==> src/rtl/mem_stage_pkg.sv <==
// Shared encodings and lane helpers for the memory-access pipeline stage.
package mem_stage_pkg;

  localparam logic [2:0] F3_LB  = 3'b000;
  localparam logic [2:0] F3_LH  = 3'b001;
  localparam logic [2:0] F3_LW  = 3'b010;
  localparam logic [2:0] F3_LBU = 3'b100;
  localparam logic [2:0] F3_LHU = 3'b101;

  localparam logic [1:0] SZ_BYTE = 2'b00;
  localparam logic [1:0] SZ_HALF = 2'b01;

  typedef enum logic [0:0] {
    ST_IDLE = 1'b0,
    ST_BUSY = 1'b1
  } state_e;

  typedef enum logic [1:0] {
    EXC_NONE        = 2'b00,
    EXC_LD_MISALIGN = 2'b01,
    EXC_ST_MISALIGN = 2'b10,
    EXC_TIMEOUT     = 2'b11
  } exc_cause_e;

  // Size comes from funct3[1:0]; reserved size 2'b11 is checked like a word.
  function automatic logic is_misaligned(input logic [2:0] funct3, input logic [1:0] addr_lo);
    logic mis;
    case (funct3[1:0])
      SZ_BYTE: mis = 1'b0;
      SZ_HALF: mis = addr_lo[0];
      default: mis = (addr_lo != 2'b00);
    endcase
    return mis;
  endfunction

  function automatic logic [3:0] store_be(input logic [2:0] funct3, input logic [1:0] addr_lo);
    logic [3:0] be;
    case (funct3[1:0])
      SZ_BYTE: be = 4'b0001 << addr_lo;
      SZ_HALF: be = addr_lo[1] ? 4'b1100 : 4'b0011;
      default: be = 4'b1111;
    endcase
    return be;
  endfunction

  function automatic logic [31:0] store_wdata(input logic [2:0] funct3, input logic [31:0] data);
    logic [31:0] wd;
    case (funct3[1:0])
      SZ_BYTE: wd = {4{data[7:0]}};
      SZ_HALF: wd = {2{data[15:0]}};
      default: wd = data;
    endcase
    return wd;
  endfunction

endpackage

==> src/rtl/mem_stage_load_align.sv <==
// Extracts the addressed byte/half from a bus word and sign/zero-extends it.
module mem_stage_load_align
  import mem_stage_pkg::*;
(
  input  logic [31:0] rdata,
  input  logic [1:0]  addr_lo,
  input  logic [2:0]  funct3,
  output logic [31:0] load_data
);

  logic [7:0]  byte_s;
  logic [15:0] half_s;

  // Lane select by low address bits
  always_comb begin
    byte_s = 8'd0;
    case (addr_lo)
      2'b00:   byte_s = rdata[7:0];
      2'b01:   byte_s = rdata[15:8];
      2'b10:   byte_s = rdata[23:16];
      2'b11:   byte_s = rdata[31:24];
      default: byte_s = 8'd0;
    endcase
    if (addr_lo[1]) begin
      half_s = rdata[31:16];
    end else begin
      half_s = rdata[15:0];
    end
  end

  // Sign or zero extension by access type
  always_comb begin
    load_data = rdata;
    case (funct3)
      F3_LB:   load_data = {{24{byte_s[7]}}, byte_s};
      F3_LBU:  load_data = {24'd0, byte_s};
      F3_LH:   load_data = {{16{half_s[15]}}, half_s};
      F3_LHU:  load_data = {16'd0, half_s};
      F3_LW:   load_data = rdata;
      default: load_data = rdata;
    endcase
  end

endmodule

==> src/rtl/mem_stage.sv <==
// Memory-access stage: req/ack data bus FSM with timeout, store lane build,
// load alignment and the MEM/WB pipeline register.
module mem_stage
  import mem_stage_pkg::*;
#(
  parameter int TIMEOUT_CYCLES = 256,
  parameter int TIMEOUT_W      = 9
) (
  input  logic        clk,
  input  logic        rst,
  input  logic [31:0] pc_plus4_in,
  input  logic [31:0] alu_result_in,
  input  logic [31:0] rs2_data_in,
  input  logic [4:0]  rd_addr_in,
  input  logic        mem_read_in,
  input  logic        mem_write_in,
  input  logic        mem_to_reg_in,
  input  logic        reg_write_in,
  input  logic        link_in,
  input  logic [2:0]  funct3_in,
  output logic        dmem_req,
  output logic        dmem_we,
  output logic [31:0] dmem_addr,
  output logic [31:0] dmem_wdata,
  output logic [3:0]  dmem_be,
  input  logic [31:0] dmem_rdata,
  input  logic        dmem_ack,
  output logic [31:0] fwd_mem_data,
  output logic        stall_out,
  output logic [31:0] wb_result,
  output logic [4:0]  wb_rd_addr,
  output logic        wb_reg_write,
  output logic        mem_exc,
  output logic [1:0]  mem_exc_cause
);

  state_e               state_r, state_s;
  logic [TIMEOUT_W-1:0] cnt_r;
  logic                 access_s, is_store_s, misaligned_s, cnt_last_s;
  logic                 issue_s, done_s, timeout_s, misal_s, pass_s;
  logic [31:0]          load_data_s, wb_data_s;
  logic                 wb_we_s;

  // A load wins when both read and write are asserted.
  assign access_s     = mem_read_in | mem_write_in;
  assign is_store_s   = mem_write_in & ~mem_read_in;
  assign misaligned_s = access_s & is_misaligned(funct3_in, alu_result_in[1:0]);
  assign cnt_last_s   = (cnt_r == TIMEOUT_W'(TIMEOUT_CYCLES - 1));
  assign fwd_mem_data = link_in ? pc_plus4_in : alu_result_in;
  assign wb_data_s    = link_in ? pc_plus4_in : (mem_to_reg_in ? load_data_s : alu_result_in);
  assign wb_we_s      = reg_write_in & (rd_addr_in != 5'd0);

  mem_stage_load_align u_load_align (
    .rdata     (dmem_rdata),
    .addr_lo   (alu_result_in[1:0]),
    .funct3    (funct3_in),
    .load_data (load_data_s)
  );

  // Next-state, stall and MEM/WB load decisions
  always_comb begin
    state_s   = state_r;
    stall_out = 1'b0;
    issue_s   = 1'b0;
    done_s    = 1'b0;
    timeout_s = 1'b0;
    misal_s   = 1'b0;
    pass_s    = 1'b0;
    case (state_r)
      ST_IDLE: begin
        if (misaligned_s) begin
          misal_s = 1'b1;
        end else if (access_s) begin
          stall_out = 1'b1;
          issue_s   = 1'b1;
          state_s   = ST_BUSY;
        end else begin
          pass_s = 1'b1;
        end
      end
      ST_BUSY: begin
        if (dmem_ack) begin
          done_s  = 1'b1;
          state_s = ST_IDLE;
        end else if (cnt_last_s) begin
          timeout_s = 1'b1;
          state_s   = ST_IDLE;
        end else begin
          stall_out = 1'b1;
        end
      end
      default: state_s = ST_IDLE;
    endcase
  end

  // State register and BUSY cycle counter
  always_ff @(posedge clk) begin
    if (rst) begin
      state_r <= ST_IDLE;
      cnt_r   <= {TIMEOUT_W{1'b0}};
    end else begin
      state_r <= state_s;
      cnt_r   <= (state_r == ST_BUSY) ? cnt_r + 1'b1 : {TIMEOUT_W{1'b0}};
    end
  end

  // Bus request registers, frozen for the whole transfer
  always_ff @(posedge clk) begin
    if (rst) begin
      dmem_req   <= 1'b0;
      dmem_we    <= 1'b0;
      dmem_addr  <= 32'd0;
      dmem_wdata <= 32'd0;
      dmem_be    <= 4'd0;
    end else if (issue_s) begin
      dmem_req   <= 1'b1;
      dmem_we    <= is_store_s;
      dmem_addr  <= {alu_result_in[31:2], 2'b00};
      dmem_wdata <= is_store_s ? store_wdata(funct3_in, rs2_data_in) : 32'd0;
      dmem_be    <= is_store_s ? store_be(funct3_in, alu_result_in[1:0]) : 4'b1111;
    end else if (done_s || timeout_s) begin
      dmem_req <= 1'b0;
    end
  end

  // MEM/WB register; stalled, faulted and timed-out cycles become bubbles
  always_ff @(posedge clk) begin
    if (rst) begin
      wb_result    <= 32'd0;
      wb_rd_addr   <= 5'd0;
      wb_reg_write <= 1'b0;
    end else if (pass_s || done_s) begin
      wb_result    <= wb_data_s;
      wb_rd_addr   <= rd_addr_in;
      wb_reg_write <= wb_we_s;
    end else begin
      wb_reg_write <= 1'b0;
    end
  end

  // Registered one-cycle fault pulse; cause persists until the next fault
  always_ff @(posedge clk) begin
    if (rst) begin
      mem_exc       <= 1'b0;
      mem_exc_cause <= EXC_NONE;
    end else begin
      mem_exc <= misal_s | timeout_s;
      if (misal_s) begin
        mem_exc_cause <= mem_read_in ? EXC_LD_MISALIGN : EXC_ST_MISALIGN;
      end else if (timeout_s) begin
        mem_exc_cause <= EXC_TIMEOUT;
      end
    end
  end

endmodule

==> config.mk <==
export PLATFORM = sky130hd
export DESIGN_NAME = mem_stage
export DESIGN_NICKNAME = d
export VERILOG_FILES = /design/src/rtl/mem_stage_pkg.sv /design/src/rtl/mem_stage_load_align.sv /design/src/rtl/mem_stage.sv
export SDC_FILE = /design/constraint.sdc
export NUM_CORES = 1
export LEC_CHECK = 0
export CORE_MARGIN = 1.5
export CORE_UTILIZATION = 42
export DETAILED_ROUTE_END_ITERATION = 10
export PLACE_DENSITY_LB_ADDON = 0.15
export SKIP_LAST_GASP = 1
export SYNTH_ARGS = -nofsm -noshare
export SYNTH_HDL_FRONTEND = slang
export SYNTH_SLANG_ARGS = --single-unit
==> constraint.sdc <==
create_clock -name clk -period 2.25 [get_ports clk]
set_clock_uncertainty 0.1 [all_clocks]
set_input_delay 0.3375 -clock clk [delete_from_list [all_inputs] [get_ports clk]]
set_output_delay 0.3375 -clock clk [all_outputs]
set_load 0.03 [all_outputs]
==> results.sh, run 1 <==
export IMPL_status="finished, final reports clean"
export IMPL_synth_main_ff_cell="dfxtp_1"
export IMPL_num_vias=7214
export IMPL_synthesis_instances=808
export IMPL_power_density_nw_per_um2=660
export IMPL_end_kind="primary output"
export IMPL_synthDominantCellAreaShare_pct=38.3
export IMPL_drcViolationCount=0
export IMPL_floorplan_rows=44
export IMPL_route_detailed_vias_per_inst=5.57
export IMPL_fillers=1229
export IMPL_grt_overflow=0
export IMPL_regToRegEndpoint="wb_result[9]$_SDFFE_PP0P_"
export IMPL_cts_htree_levels=4
export IMPL_period_minus_slack_ns=2.17
export IMPL_die_height_um=125
export IMPL_fp_dieArea_sq_um=15500
export IMPL_leakage_uw=0.00391
export IMPL_synth_area_sq_um=6220
export IMPL_seqCellArea_sq_um=2380
export IMPL_synth_top_cells_by_area="dfxtp_1 (38%), nand2_1 (9.6%), o21ai_0 (5.5%)"
export IMPL_postRouteWirelength_mm=24.1
export IMPL_final_cycle_share_pct=96.6
export IMPL_max_slew_headroom_pct=62.7
export IMPL_ff_to_ff_start="state_r$_SDFF_PP0_"
export IMPL_syn2layout_area_growth_pct=60.5
export IMPL_io_pin_count=288
export IMPL_antenna_found_initial=0
export IMPL_dr_first_iter_drc_count=735
export IMPL_groute_usage_overall_pct=30.6
export IMPL_wl_met3_mm=2.08
export IMPL_clock_tree_root_cell="clkbuf_16"
export IMPL_synth_seq_cells=119
export IMPL_synthArstFlopShare_pct=0
export IMPL_cp_max_fo=3
export IMPL_holdPathStages=2
export IMPL_synth_seq_area_share_pct=38.3
export IMPL_io_buffer_count=285
export IMPL_hold_path_end="dmem_wdata[11]$_SDFFE_PP0P_"
export IMPL_first_pass_iters=7
export IMPL_number_of_global_route_vias_before_repair=6724
export IMPL_worst_setup_path_type="reg -> out"
export IMPL_setup_tns_final_ns=0
export IMPL_synth_edf_count=0
export IMPL_clk_path_buf_depth=2
export IMPL_yosysMostFrequentCell="nand2_1"
export IMPL_initial_utilization_pct=42.9
export IMPL_global_route_wire_length_before_repair_mm=37.3
export IMPL_crit_arrival_ns=1.74
export IMPL_tritoncts_num_buffers=17
export IMPL_start_kind="register"
export IMPL_clk_insertion_delay_late_ns=0.42
export IMPL_clock_sinks=119
export IMPL_place_hpwl_mm=17.9
export IMPL_achievable_frequency_mhz=460
export IMPL_drive_above_1_share_pct=14.0
export IMPL_dp_worst_slack_ns=-0.276
export IMPL_holdCritPathClass="in -> reg"
export IMPL_die_width_um=125
export IMPL_gp_congestion=0.924
export IMPL_met1Wirelength_mm=10.3
export IMPL_grt_start_max_net_pins=62
export IMPL_power_ir_vdd_worst_mv=0.496
export IMPL_setup_viol=0
export IMPL_route_top_layer_used="met4"
export IMPL_design_area_sq_um=9980
export IMPL_number_of_hold_buffers_added_after_cts=0
export IMPL_tritoncts_clock_tree="yes"
export IMPL_synthTopCellsByCount="nand2_1 (159), dfxtp_1 (119), nor2_1 (80)"
export IMPL_measured_slew_at_the_worst_slew_check_pin_ns=0.558
export IMPL_worst_r2r_setup_slack_ns=0.42
export IMPL_finalHoldViolCount=0
export IMPL_multiInputGateArea_sq_um=3360
export IMPL_ant_nets=0
export IMPL_finalPower_uw=6590
export IMPL_layout_nets=1245
export IMPL_ys_warn_count=0
export IMPL_yosysTopAreaCell="dfxtp_1"
export IMPL_routed_wl_met2_mm=10.9
export IMPL_max_cap_violations=0
export IMPL_routed_wire_length_per_instance_um=18.6
export IMPL_synthesis_area_per_instance_sq_um=7.69
export IMPL_yosys_cell_types_count=56
export IMPL_final_critical_path_setup_slack_ns=0.0774
export IMPL_antenna_diode_count=0
export IMPL_min_delay_start="rst"
export IMPL_clk_transition_reported_paths_ns=0.06
export IMPL_rsz_0062_raised_after_global_routing="yes"
export IMPL_timing_final_max_slew_violations=0
export IMPL_cp_data_required_time_ns=1.81
export IMPL_r2r_worst_path_cells=5
export IMPL_placeableCoreArea_sq_um=14500
export IMPL_dpl_cell_area_sq_um=9400
through the flow:
stage | hold slack (ns) | util [%] | instances
2_1_floorplan | 0.318 | - | 809
6_report | 0.245 | 68.9 | 1296
3_5_place_dp | 0.341 | 64.9 | 1262
4_1_cts | 0.230 | 68.6 | 1294
5_1_grt | 0.254 | 68.9 | 1296
3_3_place_gp | 0.328 | 64.9 | 1262
per-layer routing:
layer	GRT usage, %	up-vias
met2	47.2	352
met5	0	-
met3	9.11	48
li1	-	3446
met4	12.0	0
met1	40.2	3368
cell families after synthesis:
logic type	after synthesis	synth area share, %
buf+inv	107	8.25
flops	119	38.3
other cells	1	0.0603
mux	33	6.04
simple gates	275	18.2
compound gates	267	28.1
fa+ha+maj	2	0.403
xor+xnor	4	0.564
state kept, by name, indices dropped and copies added, names as in the netlist:
signal         count
mem_exc_cause      2
dmem_wdata        32
wb_result         32
dmem_addr         30
dmem_we            1
wb_reg_write       1
wb_rd_addr         5
state_r            1
mem_exc            1
dmem_be            4
dmem_req           1
cnt_r              9
cell type report:
| cell class | count | share of cell area [%] |
|---|---|---|
| sequential | 119 | 23.9 |
| timing repair buffer | 342 | 33.4 |
| clock buffer | 21 | 4.61 |
| clock inverter | 11 | 0.765 |
| tap | 184 | 2.31 |
| inverter | 36 | 1.39 |
| multi-input combinational | 583 | 33.7 |
worst max path at each step:
stage,startpoint,endpoint,slack (ns),depth (start not counted)
floorplan,link_in,fwd_mem_data[10],0.25,4
global route,cnt_r[4]$_SDFF_PP0_,stall_out,-0.05,8
CTS,cnt_r[3]$_SDFF_PP0_,stall_out,0.003,8
detailed placement,alu_result_in[0],wb_result[3]$_SDFFE_PP0P_,-0.28,6
global placement,alu_result_in[0],wb_result[3]$_SDFFE_PP0P_,-0.26,6
finish,cnt_r[4]$_SDFF_PP0_,stall_out,0.08,8
worst max-delay path, stage by stage, from the launching register on:
cell,delay [ns]
dfxtp_1,0.36
and3_4,0.20
nand2_1,0.07
nor2_1,0.12
ha_2,0.20
nor2_1,0.05
nand2_1,0.08
nand2_1,0.06
buf_4,0.17
where the power goes:
part | switching (uW) | internal [uW]
clock network | 1010 | 1460
logic | 1010 | 810
registers | 70.5 | 2230
total | 2090 | 4500
cells in the final DEF (no fill, tap or decap), types with 3 or more instances in the layout:
cell             netlist  routed
nand2_1              159     159
o21ai_1               10      10
o21ai_0               68      67
clkdlybuf4s50_1        0     249
a22o_1                 7       7
clkinv_2               0       5
nor2b_1                3       3
a311oi_1               3       3
buf_4                  5      79
a31oi_1                3       3
clkbuf_16              0      17
and3_1                 4       3
mux2_2                16      16
buf_12                 0      11
clkinv_4               0       4
a221oi_1              23      23
mux2i_1               15      15
a222oi_1              16      16
a22oi_1               32      32
o211ai_1               3       3
inv_1                 35      34
a21oi_1               64      63
nor2_1                80      80
xor2_1                 3       3
nand2b_1               8       8
a211oi_1               9       9
nand3_1                6       6
o21a_1                 5       5
dfxtp_1              119     118
o22ai_1               10      10
or3_1                  3       3
what timing repair did:
| item | 4_1_cts | 5_1_grt |
|---|---|---|
| endpoints found under the setup margin | 1 | 4 |
| hold endpoints to repair | 0 | 0 |
| setup buffers | 0 | 2 |
| pin swaps | 0 | 1 |
| resized for setup | 1 | 9 |
(Power assumes the default switching activity.)
==> run 2, diff against run 1 <==
--- a/config.mk
+++ b/config.mk
@@ -5,6 +5,7 @@
 export SDC_FILE = /design/constraint.sdc
 export NUM_CORES = 1
 export LEC_CHECK = 0
+export ABC_CLOCK_PERIOD_IN_PS = 2250
 export CORE_MARGIN = 1.5
 export CORE_UTILIZATION = 42
 export DETAILED_ROUTE_END_ITERATION = 10
==> results of run 2 <==
The final DEF is identical to that of run 1; final timing and power are the same.
==> run 3, diff against run 2 <==
--- a/config.mk
+++ b/config.mk
@@ -5,9 +5,9 @@
 export SDC_FILE = /design/constraint.sdc
 export NUM_CORES = 1
 export LEC_CHECK = 0
-export ABC_CLOCK_PERIOD_IN_PS = 2250
+export ABC_CLOCK_PERIOD_IN_PS = 1800
 export CORE_MARGIN = 1.5
-export CORE_UTILIZATION = 42
+export CORE_UTILIZATION = 38
 export DETAILED_ROUTE_END_ITERATION = 10
 export PLACE_DENSITY_LB_ADDON = 0.15
 export SKIP_LAST_GASP = 1
==> constraint.sdc (replaced) <==
create_clock -name clk -period 1.8 [get_ports clk]
set_clock_uncertainty 0.1 [all_clocks]
set_input_delay 0.27 -clock clk [delete_from_list [all_inputs] [get_ports clk]]
set_output_delay 0.27 -clock clk [all_outputs]
set_load 0.03 [all_outputs]
==> results.sh, run 3 (same netlist as run 1, synthesis figures left out) <==
export IMPL_max_cap_violations=0
export IMPL_r2r_worst_path_cells=6
export IMPL_number_of_global_route_vias_before_repair=6850
export IMPL_grt_start_max_net_pins=77
export IMPL_fp_dieArea_sq_um=17100
export IMPL_cp_max_fo=3
export IMPL_place_hpwl_mm=18.6
export IMPL_design_area_sq_um=10400
export IMPL_cp_buffers_inverters=1
export IMPL_floorplan_rows=46
export IMPL_die_height_um=131
export IMPL_dp_worst_slack_ns=-0.523
export IMPL_antenna_found_initial=0
export IMPL_mostFrequentLayoutCells="nand2_1 (157), clkdlybuf4s50_1 (139), dfxtp_1 (113)"
export IMPL_achievable_frequency_mhz=498
export IMPL_io_pin_count=288
export IMPL_setup_viol=3
export IMPL_setup_tns_final_ns=-0.237
export IMPL_groute_usage_overall_pct=29.1
export IMPL_mostFrequentLayoutCell="nand2_1"
export IMPL_global_route_wire_length_before_repair_mm=37.6
export IMPL_cts_htree_levels=4
export IMPL_worst_path_max_delay_cell="dfxtp_2"
export IMPL_gp_congestion=0.933
export IMPL_critPathMaxStageDelay_ns=0.33
export IMPL_placeableCoreArea_sq_um=15900
export IMPL_dpl_cell_area_sq_um=9690
export IMPL_clk_transition_reported_paths_ns=0.06
export IMPL_final_critical_path_setup_slack_ns=-0.209
export IMPL_power_density_nw_per_um2=817
export IMPL_die_width_um=131
export IMPL_first_pass_iters=9
export IMPL_postRouteWirelength_mm=25.5
export IMPL_tritoncts_clock_tree="yes"
export IMPL_final_cycle_share_pct=112
export IMPL_grt_overflow=0
export IMPL_finalHoldViolCount=0
export IMPL_cp_num_cells=8
export IMPL_status="complete, but fails checks"
export IMPL_syn2layout_area_growth_pct=67.9
export IMPL_dr_first_iter_drc_count=796
export IMPL_holdPathStages=2
export IMPL_finalPower_uw=8530
export IMPL_num_vias=7365
export IMPL_cp_data_required_time_ns=1.43
export IMPL_drive_above_1_share_pct=18.6
export IMPL_clk_insertion_delay_late_ns=0.42
export IMPL_antenna_diode_count=0
export IMPL_worst_setup_path_type="reg -> out"
export IMPL_clock_sinks=119
export IMPL_crit_arrival_ns=1.64
export IMPL_holdCritPathClass="in -> reg"
export IMPL_layout_nets=1280
export IMPL_leakage_uw=0.00490
export IMPL_rsz_0062_raised_after_global_routing="yes"
export IMPL_power_ir_vdd_worst_mv=0.743
export IMPL_violations="setup timing"
export IMPL_ant_nets=0
export IMPL_clock_tree_root_cell="clkbuf_16"
export IMPL_worstPathCellList="and3_4 -> nand2_4 -> nor2_2 -> ha_2 -> nor2_1 -> nand2_1 -> nand2_2 -> buf_6"
export IMPL_timing_final_max_slew_violations=0
export IMPL_final_core_util_pct=65.5
export IMPL_critPathTopFamily="simple AND/OR/NAND/NOR gates"
export IMPL_period_minus_slack_ns=2.01
export IMPL_reg_largest_list="dmem_wdata (32), wb_result (32), dmem_addr (30)"
export IMPL_io_buffer_count=285
export IMPL_routed_wire_length_per_instance_um=18.7
export IMPL_tritoncts_num_buffers=17
export IMPL_start_kind="register"
export IMPL_end_kind="primary output"
export IMPL_route_detailed_vias_per_inst=5.41
export IMPL_drcViolationCount=0
export IMPL_initial_utilization_pct=39.0
export IMPL_clk_path_buf_depth=2
==> run 3: per-stage QoR <==
step | hold slack [ns] | std cells
after CTS | 0.105 | 1361
after detailed placement | 0.339 | 1321
after floorplan | 0.306 | 809
final | 0.110 | 1362
after global routing | 0.117 | 1362
after global placement | 0.331 | 1321
==> run 3: cell type report <==
class / count / area, sq um
timing repair buffer: 377 / 3610
clock buffer: 19 / 443
multi-input combinational: 583 / 3460
tap: 216 / 270
inverter: 36 / 139
clock inverter: 12 / 128
fill: 1370 / 5500
sequential: 119 / 2390
==> run 3: path summary, 6_finish.rpt <==
kind,startpoint,to,slack [ns]
max,cnt_r[4]$_SDFF_PP0_,stall_out,-0.21
min,rst,state_r$_SDFF_PP0_,0.11
max reg2reg,state_r$_SDFF_PP0_,wb_result[19]$_SDFFE_PP0P_,-0.01
min reg2reg,wb_rd_addr[0]$_SDFFE_PP0P_,wb_rd_addr[0]$_SDFFE_PP0P_,0.35
==> run 3: metal layers <==
metal / global-route usage (%) / wire, um
met1: 37.6 / 10900
met2: 46.1 / 11700
met3: 7.70 / 2030
met4: 12.2 / 848
met5: 0 / 0
==> run 3: report_power, final <==
group / internal, uW / leakage (uW) / switching (uW)
Combinational: 1020 / 0.00365 / 1310
Sequential: 2790 / 0.000974 / 84.0
Clock: 2060 / 0.000271 / 1280
Total: 5870 / 0.00490 / 2660
==> run 3: repair_timing <==
item / 4_1_cts / 5_1_grt
pin swaps: 7 / 9
setup buffers: 9 / 2
gates resized for setup: 107 / 43
setup endpoints to repair: 169 / 50
hold buffers: 0 / 0
gates cloned: 0 / 1
==> edit 1, RTL diff (flow settings as in run 2) <==
The parameter `TIMEOUT_W` goes from 9 to 13.
--- a/src/rtl/mem_stage.sv
+++ b/src/rtl/mem_stage.sv
@@ -5,5 +5,5 @@
 #(
   parameter int TIMEOUT_CYCLES = 256,
-  parameter int TIMEOUT_W      = 9
+  parameter int TIMEOUT_W      = 13
 ) (
   input  logic        clk,
Function: no difference found for any inputs over 4 cycles, from zero or initial values and one cycle with rst high; that may be too few to reach the edited logic, so the function may still have changed.
==> edit 1 against run 2 <==
Sequential cell count increased by 4. Non-clock buffer count up 8. Worst setup slack worse by 2.4 ps. Synthesized cell count is 2.5% higher. Critical path type is now in2out. Largest power group unchanged. Synthesized area up 3.2%. Total power grew 7.1%. Routed wire length grew 2.0%. Die area grew 3.1%. Clock power rose by 13%. Cell area up 4.1%. Global-route usage shrank 0.64 points.
==> edit 1: results (changes against run 2) <==
vdd_drop_max_v: 0.0005084  # was 0.0004963 V
dp_slack_ps: -224.1  # was -275.9 ps
synth-seq-area-share_pct: 38.38  # was 38.33%
drt_iter0_drc: 794  # was 735
routedWlPerCell_um: 18.59  # was 18.61 µm
yosysUniqueCellTypes: 56  # unchanged
r2r_start: "state_r"  # unchanged
min_to: "dmem_be[0]"  # was dmem_wdata[11]
dp_hpwl_mm: 18.14  # was 17.92 mm
cts_max_path_buffers: 2  # unchanged
placed_area_mm2: 0.009728  # was 0.009395 mm²
synth_common_cells: "nand2_1 (136), dfxtp_1 (123), nor2_1 (79), a21oi_1 (68), inv_1 (49)"  # was nand2_1 (159), dfxtp_1 (119), nor2_1 (80), o21ai_0 (68), a21oi_1 (64)
r2r-end: "wb_result[21]"  # was wb_result[9]
hp-start: "rst"  # unchanged
cpMaxStageDelayCell: "clkdlybuf4s50_1"  # was dfxtp_1
multi_input_area_mm2: 0.003501  # was 0.003362 mm²
reg_top3: "dmem_wdata (32), wb_result (32), dmem_addr (30)"  # unchanged
cpPeakStageDelay_ps: 460  # was 360 ps
final.setup.tns_ps: 0  # unchanged
wl_mm: 24.60  # was 24.12 mm
grt_max_degree: 59  # was 62
vias: 7481  # was 7,214
hold_depth: 2  # unchanged
syn_avg_cell_area_um2: 7.749  # was 7.693 µm²
clk_pin_slew_ps: 60  # about the same
numCtsBuffers: 17  # unchanged
status: "finished, final reports clean"  # unchanged
grt_pass1_vias: 6862  # was 6,724
synth.area.top_cells: "dfxtp_1 (38%), nand2_1 (8.0%), a21oi_1 (5.3%), nor2_1 (4.6%), o21ai_0 (3.7%)"  # was dfxtp_1 (38%), nand2_1 (9.6%), o21ai_0 (5.5%), a21oi_1 (5.2%), nor2_1 (4.8%)
clockRootBuffer: "clkbuf_16"  # unchanged
ctsHtreeMaxLevel: 4  # unchanged
place.port_buffers: 285  # unchanged
grt_usage_pct: 29.97  # was 30.61%
critPathArrivalTime_ps: 1740  # about the same
place.gp.congestion: 0.9263  # was 0.9236
critPathMaxFanout: 5  # was 3
rrSetupSlack_ps: 320  # was 420 ps
antenna_found_initial: 2  # was 0
hp-class: "in2reg"  # unchanged
p_leak_uw: 0.004186  # was 0.003907 µW
synthArstFlopShare_pct: 0  # unchanged
whs_ps: 192.7  # was 244.9 ps
first_pass_iters: 8  # was 7
ys_warn_count: 0  # unchanged
fin_nets: 1269  # was 1,245
fill_cells: 1213  # was 1,229
tightest_slew_ps: 482.5  # was 557.6 ps
drive_gt1_share_pct: 14.42  # was 14.03%
clock_latency_ps: 410
rr_worst_depth: 6  # was 5
cpLargestDelayFamily: "buffers and inverters"  # was simple AND/OR/NAND/NOR gates
yosys_most_used_dff: "dfxtp_1"  # unchanged
grt_pass1_wl_mm: 38.05  # was 37.30 mm
## edit 1: where the power goes
group / total (µW) / internal [µW] / leakage, µW / switching, µW
sequential: 2380 / 2310 / 0.00101 / 72.1
clock: 2800 / 1750 / 0.000288 / 1040
combinational: 1880 / 852 / 0.00289 / 1030
## edit 1: timing repair
action | CTS | global route
setup endpoints to repair | 2 | 1
gates resized for setup | 4 | 9
buffers inserted | 0 | 1
pin swaps | 0 | 2
## edit 1: worst max-delay path by stage
stage | from | to | slack [ps] | cells past startpoint
2_1_floorplan | alu_result_in[1] | wb_result[1] | 0.3 | 6
3_3_place_gp | alu_result_in[1] | wb_result[9] | -110 | 5
3_5_place_dp | alu_result_in[1] | wb_result[4] | -220 | 7
4_1_cts | cnt_r[2] | stall_out | -80 | 5
5_1_grt | cnt_r[8] | stall_out | -2 | 5
6_report | alu_result_in[0] | stall_out | 80 | 6
## edit 1: final cells by class
class | count | area share, %
Antenna cell | 2 | 0.04818
Clock buffer | 19 | 4.168
Tap cell | 184 | 2.216
Clock inverter | 13 | 1.614
Inverter | 50 | 1.807
Multi-Input combinational cell | 582 | 33.70
Timing Repair Buffer | 350 | 32.71
Sequential cell | 123 | 23.73
## edit 1: cells by family (layout without fill, tap and decap cells)
logic type                 count (synthesis)  count (layout)  synth area share, %
DFF                                      123             123                38.38
xor gates and xnor gates                   9               9                1.229
muxes                                     36              36                6.201
AOI/OAI and AO/OA                        255             255                26.81
and+or+nand+nor                          279             279                19.19
buffers and inverters                    124             432                7.937
adders and majority gates                  1               1               0.1950
other                                      1               4              0.05845
## edit 1: layer usage
metal	wire length (µm)	vias up	GRT usage (%)
li1	-	3546	-
met1	10450	3513	39.50
met2	11270	380	47.16
met3	2170	42	7.676
met4	706	0	11.63
met5	0	-	0
==> edit 2, RTL diff (settings of run 2) <==
Without the edit above. Make the reset (`rst`) asynchronous in 4 clocked blocks.
--- a/src/rtl/mem_stage.sv
+++ b/src/rtl/mem_stage.sv
@@ -95,5 +95,5 @@
 
   // State register and BUSY cycle counter
-  always_ff @(posedge clk) begin
+  always_ff @(posedge clk or posedge rst) begin
     if (rst) begin
       state_r <= ST_IDLE;
@@ -106,5 +106,5 @@
 
   // Bus request registers, frozen for the whole transfer
-  always_ff @(posedge clk) begin
+  always_ff @(posedge clk or posedge rst) begin
     if (rst) begin
       dmem_req   <= 1'b0;
@@ -125,5 +125,5 @@
 
   // MEM/WB register; stalled, faulted and timed-out cycles become bubbles
-  always_ff @(posedge clk) begin
+  always_ff @(posedge clk or posedge rst) begin
     if (rst) begin
       wb_result    <= 32'd0;
@@ -140,5 +140,5 @@
 
   // Registered one-cycle fault pulse; cause persists until the next fault
-  always_ff @(posedge clk) begin
+  always_ff @(posedge clk or posedge rst) begin
     if (rst) begin
       mem_exc       <= 1'b0;
Function: differs if rst is asserted again (counterexample within 4 cycles, from zero or initial values and one cycle with rst high); with rst held inactive, the same outputs for 4 cycles.
==> edit 2 against run 2 <==
Synthesized area rose by 5.0%. Cell area is 5.2% higher. Routed wire length is 5.3% lower. Sequential share of layout area grew 4.5 points. Sequential cell count did not move. Worst setup slack got worse by 62 ps. Fmax shrank 2.8%. Worst hold slack better by 31 ps.
Power is not compared: it rests on default switching activity, and its combinational part moved more than twofold at a synthesized area within 25%.
==> edit 2: results (changes against run 2) <==
dp_hpwl_mm: 16.65  # was 17.92 mm
fill_cells: 1268  # was 1,229
vias: 6629  # was 7,214
drt_iter0_drc: 442  # was 735
grt_pass1_wl_mm: 35.23  # was 37.30 mm
drive_gt1_share_pct: 18.20  # was 14.03%
fin_nets: 1144  # was 1,245
crit_start: "cnt_r[0]"  # was cnt_r[4]
grt_pass1_vias: 6411  # was 6,724
placed_area_mm2: 0.009798  # was 0.009395 mm²
rrSetupSlack_ps: 380  # was 420 ps
r2r_start: "state_r"  # unchanged
r2r-end: "wb_result[19]"  # was wb_result[9]
status: "finished, final reports clean"  # unchanged
synth.area.top_cells: "dfrtp_1 (46%), mux2_2 (7.2%), nand2_1 (5.3%), mux2i_1 (5.1%), o21ai_0 (4.8%)"  # was dfxtp_1 (38%), nand2_1 (9.6%), o21ai_0 (5.5%), a21oi_1 (5.2%), nor2_1 (4.8%)
yosysUniqueCellTypes: 58  # was 56
synth_common_cells: "dfrtp_1 (119), nand2_1 (92), o21ai_0 (63), nor2_1 (50), mux2_2 (42)"  # was nand2_1 (159), dfxtp_1 (119), nor2_1 (80), o21ai_0 (68), a21oi_1 (64)
fmax_ghz: 0.4474  # was 0.4603 GHz
critPathArrivalTime_ps: 1800  # was 1740 ps
syn_inst: 688  # was 808
first_pass_iters: 5  # was 7
synthArstFlopShare_pct: 100.0  # was 0%
synth-seq-area-share_pct: 45.65  # was 38.33%
grt_usage_pct: 28.34  # was 30.61%
whs_ps: 275.4  # was 244.9 ps
routedWlPerCell_um: 19.05  # was 18.61 µm
grt_max_degree: 85  # was 62
dp_slack_ps: -261.4  # was -275.9 ps
[edit 2: timing repair]
item / CTS / global route
endpoints found under the setup margin: 2 / 1
setup buffers: 5 / 3
gates resized for setup: 9 / 0
pin swaps: 6 / 5
[edit 2: layout make-up]
class                           count  area, µm²  share of cell area [%]
Timing Repair Buffer              344       3331                   31.72
Multi-Input combinational cell    476       3184                   30.33
Sequential cell                   119       2978                   28.36
Clock buffer                       17      425.4                   4.051
Tap cell                          188      235.2                   2.240
Clock inverter                     15      192.7                   1.835
Inverter                           40      153.9                   1.466
[edit 2: critical path, stage by stage, from the launching register on]
cell	delay, ps
dfrtp_1	390
ha_2	200
nand2_2	60
nor2_2	30
and3_1	150
ha_2	170
nor2_1	90
nand2_1	70
nand2_2	90
buf_6	140
[edit 2: per-layer routing]
| layer | share of wire (%) | global-route usage [%] |
|---|---|---|
| met1 | 40 | 34.42 |
| met2 | 48 | 47.41 |
| met3 | 8.5 | 7.454 |
| met4 | 3.5 | 12.82 |
| met5 | 0 | 0 |
[edit 2: logic make-up (layout without fill, tap and decap cells)]
logic type                 Yosys count  count (layout)  share of synthesized area [%]
AOI/OAI and AO/OA                  188             188                          20.16
muxes                               76              76                          12.66
and+or+nand+nor                    203             203                          14.37
adders and majority gates            2               2                         0.3835
buffers and inverters               94             416                          6.060
DFF                                119             119                          45.65
xor gates and xnor gates             5               5                         0.6714
other                                1               2                        0.05748
[edit 2: report_power, final]
part / internal, µW / total (µW) / switching (µW) / leakage [µW]
clock: 1770 / 2840 / 1080 / 0.000295
combinational: 1760 / 3900 / 2140 / 0.00288
sequential: 2650 / 2940 / 282 / 0.00146
total: 6180 / 9680 / 3500 / 0.00464
